<file path="src/rtl/multi_cycle_control_if.sv">
// Control bundle between the multi-cycle main FSM and the shared datapath.
// Latency: none (wires only).
// Backpressure: mem_ready from memory stalls the controller in memory-access states.
interface multi_cycle_control_if;
    logic [5:0]  op;
    logic        mem_ready;
    logic        pc_write;
    logic        branch;
    logic        iord;
    logic        mem_read;
    logic        mem_write;
    logic        ir_write;
    logic        mem_to_reg;
    logic        reg_dst;
    logic        reg_write;
    logic        alu_src_a;
    logic [1:0]  alu_src_b;
    logic [1:0]  alu_op;
    logic [1:0]  pc_src;
    logic        instr_done;
    logic        illegal_op;
    logic [3:0]  state;
    logic [31:0] instr_count;

    modport master (
        input  op, mem_ready,
        output pc_write, branch, iord, mem_read, mem_write, ir_write,
               mem_to_reg, reg_dst, reg_write, alu_src_a, alu_src_b,
               alu_op, pc_src, instr_done, illegal_op, state, instr_count
    );

    modport slave (
        output op, mem_ready,
        input  pc_write, branch, iord, mem_read, mem_write, ir_write,
               mem_to_reg, reg_dst, reg_write, alu_src_a, alu_src_b,
               alu_op, pc_src, instr_done, illegal_op, state, instr_count
    );
endinterface

</file>
<file path="src/rtl/multi_cycle_control.sv">
// Main control FSM for the multi-cycle MIPS-32 datapath; one state per datapath step.
// Latency: lw 5, sw/R/addi 4, beq/j 3, illegal 2 cycles with memory always ready.
// Backpressure: mem_ready low in FETCH/MEMRD/MEMWR holds state and outputs for that cycle.
module multi_cycle_control (
    input  logic                        clk,
    input  logic                        rst,
    multi_cycle_control_if.master       bus
);
    typedef enum logic [3:0] {
        FETCH   = 4'd0,
        DECODE  = 4'd1,
        MEMADR  = 4'd2,
        MEMRD   = 4'd3,
        MEMWB   = 4'd4,
        MEMWR   = 4'd5,
        EXECUTE = 4'd6,
        ALUWB   = 4'd7,
        BRANCH  = 4'd8,
        ADDIEX  = 4'd9,
        ADDIWB  = 4'd10,
        JUMP    = 4'd11
    } state_t;

    localparam logic [5:0] OP_RTYPE = 6'b000000;
    localparam logic [5:0] OP_LW    = 6'b100011;
    localparam logic [5:0] OP_SW    = 6'b101011;
    localparam logic [5:0] OP_BEQ   = 6'b000100;
    localparam logic [5:0] OP_ADDI  = 6'b001000;
    localparam logic [5:0] OP_J     = 6'b000010;

    state_t      state_q, state_d;
    logic [31:0] count_q;

    logic       pc_write, branch, iord, mem_read, mem_write, ir_write;
    logic       mem_to_reg, reg_dst, reg_write, alu_src_a;
    logic [1:0] alu_src_b, alu_op, pc_src;
    logic       instr_done, illegal_op;

    always_ff @(posedge clk) begin
        if (rst) begin
            state_q <= FETCH;
            count_q <= '0;
        end else begin
            state_q <= state_d;
            if (instr_done) begin
                count_q <= count_q + 32'd1;
            end
        end
    end

    always_comb begin
        state_d    = state_q;
        pc_write   = 1'b0;
        branch     = 1'b0;
        iord       = 1'b0;
        mem_read   = 1'b0;
        mem_write  = 1'b0;
        ir_write   = 1'b0;
        mem_to_reg = 1'b0;
        reg_dst    = 1'b0;
        reg_write  = 1'b0;
        alu_src_a  = 1'b0;
        alu_src_b  = 2'b00;
        alu_op     = 2'b00;
        pc_src     = 2'b00;
        instr_done = 1'b0;
        illegal_op = 1'b0;

        case (state_q)
            FETCH: begin
                mem_read  = 1'b1;
                alu_src_b = 2'b01;
                ir_write  = bus.mem_ready;
                pc_write  = bus.mem_ready;
                if (bus.mem_ready) state_d = DECODE;
            end
            DECODE: begin
                // Precompute branch target while the opcode is decoded.
                alu_src_b = 2'b11;
                case (bus.op)
                    OP_LW, OP_SW: state_d = MEMADR;
                    OP_RTYPE:     state_d = EXECUTE;
                    OP_BEQ:       state_d = BRANCH;
                    OP_ADDI:      state_d = ADDIEX;
                    OP_J:         state_d = JUMP;
                    default: begin
                        illegal_op = 1'b1;
                        state_d    = FETCH;
                    end
                endcase
            end
            MEMADR: begin
                alu_src_a = 1'b1;
                alu_src_b = 2'b10;
                state_d   = (bus.op == OP_SW) ? MEMWR : MEMRD;
            end
            MEMRD: begin
                iord     = 1'b1;
                mem_read = 1'b1;
                if (bus.mem_ready) state_d = MEMWB;
            end
            MEMWB: begin
                mem_to_reg = 1'b1;
                reg_write  = 1'b1;
                instr_done = 1'b1;
                state_d    = FETCH;
            end
            MEMWR: begin
                iord       = 1'b1;
                mem_write  = 1'b1;
                instr_done = bus.mem_ready;
                if (bus.mem_ready) state_d = FETCH;
            end
            EXECUTE: begin
                alu_src_a = 1'b1;
                alu_op    = 2'b10;
                state_d   = ALUWB;
            end
            ALUWB: begin
                reg_dst    = 1'b1;
                reg_write  = 1'b1;
                instr_done = 1'b1;
                state_d    = FETCH;
            end
            BRANCH: begin
                alu_src_a  = 1'b1;
                alu_op     = 2'b01;
                pc_src     = 2'b01;
                branch     = 1'b1;
                instr_done = 1'b1;
                state_d    = FETCH;
            end
            ADDIEX: begin
                alu_src_a = 1'b1;
                alu_src_b = 2'b10;
                state_d   = ADDIWB;
            end
            ADDIWB: begin
                reg_write  = 1'b1;
                instr_done = 1'b1;
                state_d    = FETCH;
            end
            JUMP: begin
                pc_src     = 2'b10;
                pc_write   = 1'b1;
                instr_done = 1'b1;
                state_d    = FETCH;
            end
            default: state_d = FETCH;
        endcase

        // Reset abandons any instruction in flight: no strobes, FETCH mux selects.
        if (rst) begin
            pc_write   = 1'b0;
            branch     = 1'b0;
            iord       = 1'b0;
            mem_read   = 1'b0;
            mem_write  = 1'b0;
            ir_write   = 1'b0;
            mem_to_reg = 1'b0;
            reg_dst    = 1'b0;
            reg_write  = 1'b0;
            alu_src_a  = 1'b0;
            alu_src_b  = 2'b01;
            alu_op     = 2'b00;
            pc_src     = 2'b00;
            instr_done = 1'b0;
            illegal_op = 1'b0;
        end
    end

    assign bus.pc_write    = pc_write;
    assign bus.branch      = branch;
    assign bus.iord        = iord;
    assign bus.mem_read    = mem_read;
    assign bus.mem_write   = mem_write;
    assign bus.ir_write    = ir_write;
    assign bus.mem_to_reg  = mem_to_reg;
    assign bus.reg_dst     = reg_dst;
    assign bus.reg_write   = reg_write;
    assign bus.alu_src_a   = alu_src_a;
    assign bus.alu_src_b   = alu_src_b;
    assign bus.alu_op      = alu_op;
    assign bus.pc_src      = pc_src;
    assign bus.instr_done  = instr_done;
    assign bus.illegal_op  = illegal_op;
    assign bus.state       = state_q;
    assign bus.instr_count = count_q;
endmodule

</file>
<file path="src/flat_wrapper.sv">
// flat-port wrapper written by rule: the top's interface ports become plain ports
module multi_cycle_control_flat 
  (clk, rst, bus_op, bus_mem_ready, bus_pc_write, bus_branch, bus_iord, bus_mem_read, bus_mem_write, bus_ir_write, bus_mem_to_reg, bus_reg_dst, bus_reg_write, bus_alu_src_a, bus_alu_src_b, bus_alu_op, bus_pc_src, bus_instr_done, bus_illegal_op, bus_state, bus_instr_count);
  multi_cycle_control_if bus_i ();
  input  logic clk;
  input  logic rst;
  input wire logic [$bits(bus_i.op)-1:0] bus_op;
  input wire logic [$bits(bus_i.mem_ready)-1:0] bus_mem_ready;
  output wire logic [$bits(bus_i.pc_write)-1:0] bus_pc_write;
  output wire logic [$bits(bus_i.branch)-1:0] bus_branch;
  output wire logic [$bits(bus_i.iord)-1:0] bus_iord;
  output wire logic [$bits(bus_i.mem_read)-1:0] bus_mem_read;
  output wire logic [$bits(bus_i.mem_write)-1:0] bus_mem_write;
  output wire logic [$bits(bus_i.ir_write)-1:0] bus_ir_write;
  output wire logic [$bits(bus_i.mem_to_reg)-1:0] bus_mem_to_reg;
  output wire logic [$bits(bus_i.reg_dst)-1:0] bus_reg_dst;
  output wire logic [$bits(bus_i.reg_write)-1:0] bus_reg_write;
  output wire logic [$bits(bus_i.alu_src_a)-1:0] bus_alu_src_a;
  output wire logic [$bits(bus_i.alu_src_b)-1:0] bus_alu_src_b;
  output wire logic [$bits(bus_i.alu_op)-1:0] bus_alu_op;
  output wire logic [$bits(bus_i.pc_src)-1:0] bus_pc_src;
  output wire logic [$bits(bus_i.instr_done)-1:0] bus_instr_done;
  output wire logic [$bits(bus_i.illegal_op)-1:0] bus_illegal_op;
  output wire logic [$bits(bus_i.state)-1:0] bus_state;
  output wire logic [$bits(bus_i.instr_count)-1:0] bus_instr_count;
  assign bus_i.op = bus_op;
  assign bus_i.mem_ready = bus_mem_ready;
  assign bus_pc_write = bus_i.pc_write;
  assign bus_branch = bus_i.branch;
  assign bus_iord = bus_i.iord;
  assign bus_mem_read = bus_i.mem_read;
  assign bus_mem_write = bus_i.mem_write;
  assign bus_ir_write = bus_i.ir_write;
  assign bus_mem_to_reg = bus_i.mem_to_reg;
  assign bus_reg_dst = bus_i.reg_dst;
  assign bus_reg_write = bus_i.reg_write;
  assign bus_alu_src_a = bus_i.alu_src_a;
  assign bus_alu_src_b = bus_i.alu_src_b;
  assign bus_alu_op = bus_i.alu_op;
  assign bus_pc_src = bus_i.pc_src;
  assign bus_instr_done = bus_i.instr_done;
  assign bus_illegal_op = bus_i.illegal_op;
  assign bus_state = bus_i.state;
  assign bus_instr_count = bus_i.instr_count;
  multi_cycle_control u_core (.clk(clk), .rst(rst), .bus(bus_i));
endmodule
</file>
<file path="config.mk">
export PLATFORM = sky130hd
export DESIGN_NAME = multi_cycle_control_flat
export DESIGN_NICKNAME = d
export VERILOG_FILES = /design/src/rtl/multi_cycle_control_if.sv /design/src/rtl/multi_cycle_control.sv /design/src/flat_wrapper.sv
export SDC_FILE = /design/constraint.sdc
export NUM_CORES = 1
export LEC_CHECK = 0
export CAP_MARGIN = 10
export CORE_MARGIN = 2
export CORE_UTILIZATION = 25
export DETAILED_ROUTE_END_ITERATION = 8
export PLACE_DENSITY = 0.49
export SETUP_SLACK_MARGIN = 0.3
export SLEW_MARGIN = 20
export SYNTH_ARGS = -nofsm -noshare
export SYNTH_HDL_FRONTEND = slang
export SYNTH_SLANG_ARGS = --single-unit
</file>
<file path="constraint.sdc">
create_clock -name clk -period 2.8 [get_ports clk]
set_clock_uncertainty 0.2 [all_clocks]
set_input_delay 0.28 -clock clk [delete_from_list [all_inputs] [get_ports clk]]
set_output_delay 0.28 -clock clk [all_outputs]
set_load 0.005 [all_outputs]
</file>
* After elaboration in Yosys (flattened, before gate mapping) *
Index checks and enable logic that the tools add are counted.
W data, S select, Z words.

storage, ports and cells
  bits in registers = 36
  bits of input ports = 9

cells by class
  equal/unequal tests = 19
  add/subtract/negate cells = 1
  mux-type cells = 37
  reductions and logical operators = 11

operators with widths
  kind                     number
  $add A32 B1 Y32 const B  1
  $pmux W4 S7              1
  $mux W1                  23
  $pmux W4 S5              1
  $eq A4 B3 Y1 const B     4
  $eq A4 B4 Y1 const B     4
  $eq A6 B6 Y1 const B     2
  $mux W4                  3
  $eq A4 B2 Y1 const B     2
  $pmux W2 S2              2
  $reduce_or A2 Y1         4
  $eq A6 B2 Y1 const B     1
  $eq A6 B3 Y1 const B     1
  $eq A6 B4 Y1 const B     1
  $logic_not A6 Y1         1
  $mux W2                  3
  $ne A2 B2 Y1 const B     3
  $pmux W2 S3              1
  $reduce_or A6 Y1         1
  $reduce_or A5 Y1         1
  $eq A4 B1 Y1 const B     1
  $logic_not A4 Y1         1
  $pmux W1 S2              2
  $reduce_or A4 Y1         1
  3 further kinds          3

* Longest topological paths before layout *
  depth in word-level cells = 5
  gate-level depth with buffers = 7
  mapped depth without buffers = 5

* Least setup slack after synthesis *
Ideal clock, no wire load.

  path type = reg2reg
  start = reg u_core.state_q[1], in the netlist u_core.bus.state[1]
  end = reg u_core.count_q[31], in the netlist u_core.bus.instr_count[31]
  slack = 0.701 ns
  arrival = 1.829 ns
  stages on the path, launching flop included = 8
  setup time = 0.070 ns
  period minus slack after synthesis = 2.099 ns
  path through = dfxtp_1 -> buf_2 -> nor2b_1 -> a2111oi_4 -> buf_6 -> o21ai_2 -> or4_1 -> a21oi_1

between the ends
  longest elaborated chain between the ends = 4
  elaborated cells on any way between the ends = 9

ends and longest elaborated chain
  item                                          RTL line                    text
  start: declaration                            multi_cycle_control.sv:31   state_t state_q, state_d;
  start signal: assignment                      multi_cycle_control.sv:44   state_q <= state_d;
  $eq A4 B3 Y1 or $eq A4 B4 Y1 (tied branches)  multi_cycle_control.sv:69   case (state_q)
  $reduce_or A5 Y1 (no source line)             --
  $pmux W1 S2 *                                 multi_cycle_control.sv:69
  $mux W1 *                                     multi_cycle_control.sv:153  if (rst) begin
  end signal: assignment                        multi_cycle_control.sv:46   count_q <= count_q + 32'd1;
  end: declaration                              multi_cycle_control.sv:32   logic [31:0] count_q;

Mark *: on every way between the ends. The rest lies on a longest branch, timed or not.
A chain may end at the register's enable or synchronous reset.

* Worst setup path after layout *
  start = in bus_mem_ready
  end = reg u_core.count_q[22], in the netlist u_core.bus.instr_count[22]

between the ends
  longest elaborated chain between the ends = 2

ends and longest elaborated chain
  item                RTL line                    text
  start: declaration  flat_wrapper.sv:8           input wire logic [$bits(bus_i.mem_ready)-1:0] bus_mem_ready;
  $pmux W1 S2         multi_cycle_control.sv:69
  $mux W1             multi_cycle_control.sv:153

No other way between the ends.

==> out/summary.json <==
{
  "synth": {
    "muxShareOfSynthArea_pct": 0,
    "synth_top_family_by_area": "simple AND/OR/NAND/NOR gates",
    "synth-xor-area-share_pct": 5.063,
    "ys.warnings.count": 0,
    "leading_post_synthesis_cells_by_cell_area": "sky130_fd_sc_hd__dfxtp_1 35%, sky130_fd_sc_hd__a21oi_1 7.0%, sky130_fd_sc_hd__or3_1 6.9%",
    "synth_fp_nets": 280,
    "post_synth_instance_area_sq_um": 2076,
    "netlist.top_cell.by_area": "sky130_fd_sc_hd__dfxtp_1",
    "ys_ff_latch": 36,
    "synth.lib_cells_used.distinct": 41,
    "synth.yosys.seq_area_share_pct": 34.72,
    "syn-mean-instance-area_sq_um": 7.688,
    "share_of_yosys_cell_area_claimed_by_the_top_area_cell_type_pct": 34.72,
    "synth_simple_gate_area_share_pct": 32.61,
    "synth-compound-area-share_pct": 22.48,
    "netlist_instances": 270,
    "synth-adder-area-share_pct": 0.6028
  },
  "cts": {
    "tritoncts.num_buffers": 5,
    "tritoncts": "done",
    "cts_max_path_buffers": 2,
    "worst_setup_hold_path_clk_slew_ps": 80,
    "cts-root-buf": "sky130_fd_sc_hd__clkbuf_8",
    "cts.sink_count": 36,
    "worst_skew_pair.late_latency_ps": 290,
    "htreeDepth": 2
  },
  "layout": {
    "ff_latch_area_sq_um": 723.2,
    "layout.cells.most_common": "sky130_fd_sc_hd__clkdlybuf4s50_1",
    "n_antenna_cell": 0,
    "share_of_post_route_cells_with_drive_strength_above_1_pct": 11.34,
    "fillers": 860,
    "areaGrowthSynthToFinish_pct": 44.30,
    "post_layout_nonfiller_instances": 440,
    "multi_input_comb_area_sq_um": 1297,
    "most-common-layout-cells": "58 x sky130_fd_sc_hd__clkdlybuf4s50_1, 34 x sky130_fd_sc_hd__dfxtp_1, 29 x sky130_fd_sc_hd__a21oi_1",
    "final_nets": 345
  },
  "sta": {
    "max_slew_margin_pct": 74.06,
    "setup-violations-final": 0,
    "max_freq_ghz": 0.4167,
    "setup_repair_after_global_routing_missed_its_margin": "true",
    "final_period_demand_of_the_worst_path_ps": 2400,
    "finalCritPeriodShare_pct": 85.71,
    "hold_ws_ps": 298.1,
    "setup_slack_ps": 400.1,
    "timing_hold_violations_final": 0,
    "tightest_slew_ps": 389.1,
    "fin_tns_setup_ps": 0,
    "maxSlewViolCount": 0
  },
  "setup_path": {
    "critPathKind": "primary input to flip-flop",
    "critical_path.reg2reg.endpoint": "u_core.bus.instr_count[22]$_SDFFE_PP0P_",
    "worst-r2r-setup-slack_ps": 460,
    "worst_reg2reg_startpoint": "u_core.bus.state[0]$_SDFFE_PP0P_",
    "cp_data_required_time_ps": 2830,
    "cpLargestDelayFamily": "buffers and inverters",
    "worstPathCellList": "clkdlybuf4s50_1 > inv_1 > a2111oi_4 > buf_4 > buf_4 > o21ai_1 > buf_4 > or3_1 > a21oi_1",
    "worst_path_most_repeated_cell": "sky130_fd_sc_hd__buf_4",
    "setup.worst_path.end_class": "flip-flop",
    "cp_slowest_stage_delay_ps": 490,
    "arrival_ps": 2430,
    "worst_setup_path_start_kind": "primary input",
    "slowest_stage": "sky130_fd_sc_hd__clkdlybuf4s50_1",
    "critical_path.max_fanout": 22,
    "reg2reg_depth": 8,
    "worstSetupPathDepth": 9,
    "critical_path.n_buffers_inverters": 5
  },
  "job": {
    "drv_cap": 0
  },
  "placed_design": {
    "gp_congestion": 0.7761,
    "dp_hpwl_mm": 4.105,
    "pre_cts_slack_ps": 231.7,
    "port_buffers": 62,
    "dp.cells": 432
  },
  "floorplanning": {
    "initial_utilization_pct": 25.52,
    "die-height_um": 95.12,
    "die-width_um": 95.12,
    "core_sq_um": 8134,
    "fp-row-count": 33,
    "num_io_pins": 63,
    "floorplan.die_area_sq_um": 9048
  },
  "route": {
    "drt_pass1_iterations": 4,
    "vias": 2188,
    "drt-total-wl_mm": 5.836,
    "drt_drc_violations_left": 0,
    "viasPerCell": 4.973,
    "drt_first_iter_violations": 55,
    "postRouteAntennaNets": 0,
    "wl_per_cell_um": 13.26
  },
  "global_route": {
    "overflow": 0,
    "combined_global_route_utilization_of_all_metal_layers_pct": 13.09,
    "grt.met1_usage_pct": 17.79,
    "grt.met2_usage_pct": 20.54,
    "grt_max_degree": 24,
    "first_pass_grt_wire_length_mm": 9.397,
    "gr-max-usage-layer": "met2",
    "grt_pass1_vias": 2002,
    "groute.layer.met3.usage_pct": 3.794,
    "number_of_antenna_violations_at_the_first_check_in_global_routing": 0
  },
  "power_and_ir_drop": {
    "total_leakage_power_uw": 0.001005,
    "powerDensity_nw_per_um2": 341.4,
    "ir_worst_vdd_mv": 0.1547
  },
  "hold_path": {
    "min_from": "u_core.bus.instr_count[26]$_SDFFE_PP0P_",
    "hold_path_class": "flip-flop to flip-flop",
    "worstHoldPathCells": 2,
    "timing.hold.worst_endpoint": "u_core.bus.instr_count[26]$_SDFFE_PP0P_"
  },
  "outcome": {
    "status": "finished clean"
  }
}
worst register-to-register path: stages (launching register included):
cell                        delay, ps
sky130_fd_sc_hd__dfxtp_1          350
sky130_fd_sc_hd__nor2b_1          190
sky130_fd_sc_hd__a2111oi_4        420
sky130_fd_sc_hd__buf_4            180
sky130_fd_sc_hd__buf_4            160
sky130_fd_sc_hd__o21ai_1           70
sky130_fd_sc_hd__buf_4            200
sky130_fd_sc_hd__or3_1            360
sky130_fd_sc_hd__a21oi_1          140
cell type report:
class | count | share of cell area, %
tap | 105 | 4.386
timing repair buffer | 75 | 24.44
sequential | 36 | 24.14
inverter | 4 | 0.5013
multi-input combinational | 213 | 43.32
clock buffer | 7 | 3.216
registers in the layout, summed over array words and instances (netlist names):
signal and cells:
u_core.bus.instr_count 32, u_core.bus.state 4
Yosys cell counts (all sizes together):
library cell,count
nor3b,2
a2111oi,1
or2,3
a211o,1
inv,4
xnor2,1
nand2,15
and4,2
nor2,27
buf,5
a2bb2oi,1
o2111ai,8
nor4b,1
clkbuf,12
o31ai,2
nand3,11
dfxtp,36
ha,1
o21ba,1
and3,9
o21ai,31
nor2b,5
nand4,7
nor4,6
o21bai,1
or3,23
nand2b,5
a32oi,1
nor3,5
a31oi,1
xor2,11
or4,2
a21oi,29
power breakdown:
group | total (uW) | switching [uW] | internal [uW]
Sequential | 517 | 3.28 | 514
Combinational | 99.8 | 53.0 | 46.8
Clock | 406 | 186 | 219
stage by stage:
| step | power [uW] | utilization [%] | cell area (sq um) |
|---|---|---|---|
| 3_5_place_dp | 623.9 | 34.90 | 2839 |
| 4_1_cts | 1040 | 36.24 | 2948 |
| 3_3_place_gp | 624.4 | 34.90 | 2839 |
| 5_1_grt | 1073 | 36.83 | 2995 |
| 2_1_floorplan | 575.5 | - | 2076 |
| 6_report | 1023 | 36.83 | 2995 |
worst max-delay path by stage:
stage                                                   end                              from
finish              u_core.bus.instr_count[22]$_SDFFE_PP0P_                     bus_mem_ready
global route        u_core.bus.instr_count[30]$_SDFFE_PP0P_                     bus_mem_ready
CTS                                          bus_instr_done  u_core.bus.state[1]$_SDFFE_PP0P_
detailed placement                           bus_illegal_op                               rst
global placement                             bus_illegal_op                               rst
floorplan           u_core.bus.instr_count[31]$_SDFFE_PP0P_  u_core.bus.state[1]$_SDFFE_PP0P_
logic make-up after synthesis:
family,Yosys count
compound gates,77
xor+xnor,12
fa+ha+maj,1
buf+inv,21
flops,36
simple gates,123
routing by layer:
| metal | routed length (um) | vias up |
|---|---|---|
| met5 | 0 | - |
| met4 | 61 | 0 |
| met3 | 272 | 7 |
| met2 | 2624 | 48 |
| met1 | 2877 | 1015 |
| li1 | - | 1118 |
repair_timing:
item	in CTS	in global routing
setup endpoints to repair	4	7
pin swaps	0	1
hold buffers	0	0
gates resized for setup	3	11
setup buffers	0	1
(Power assumes the default switching activity.)
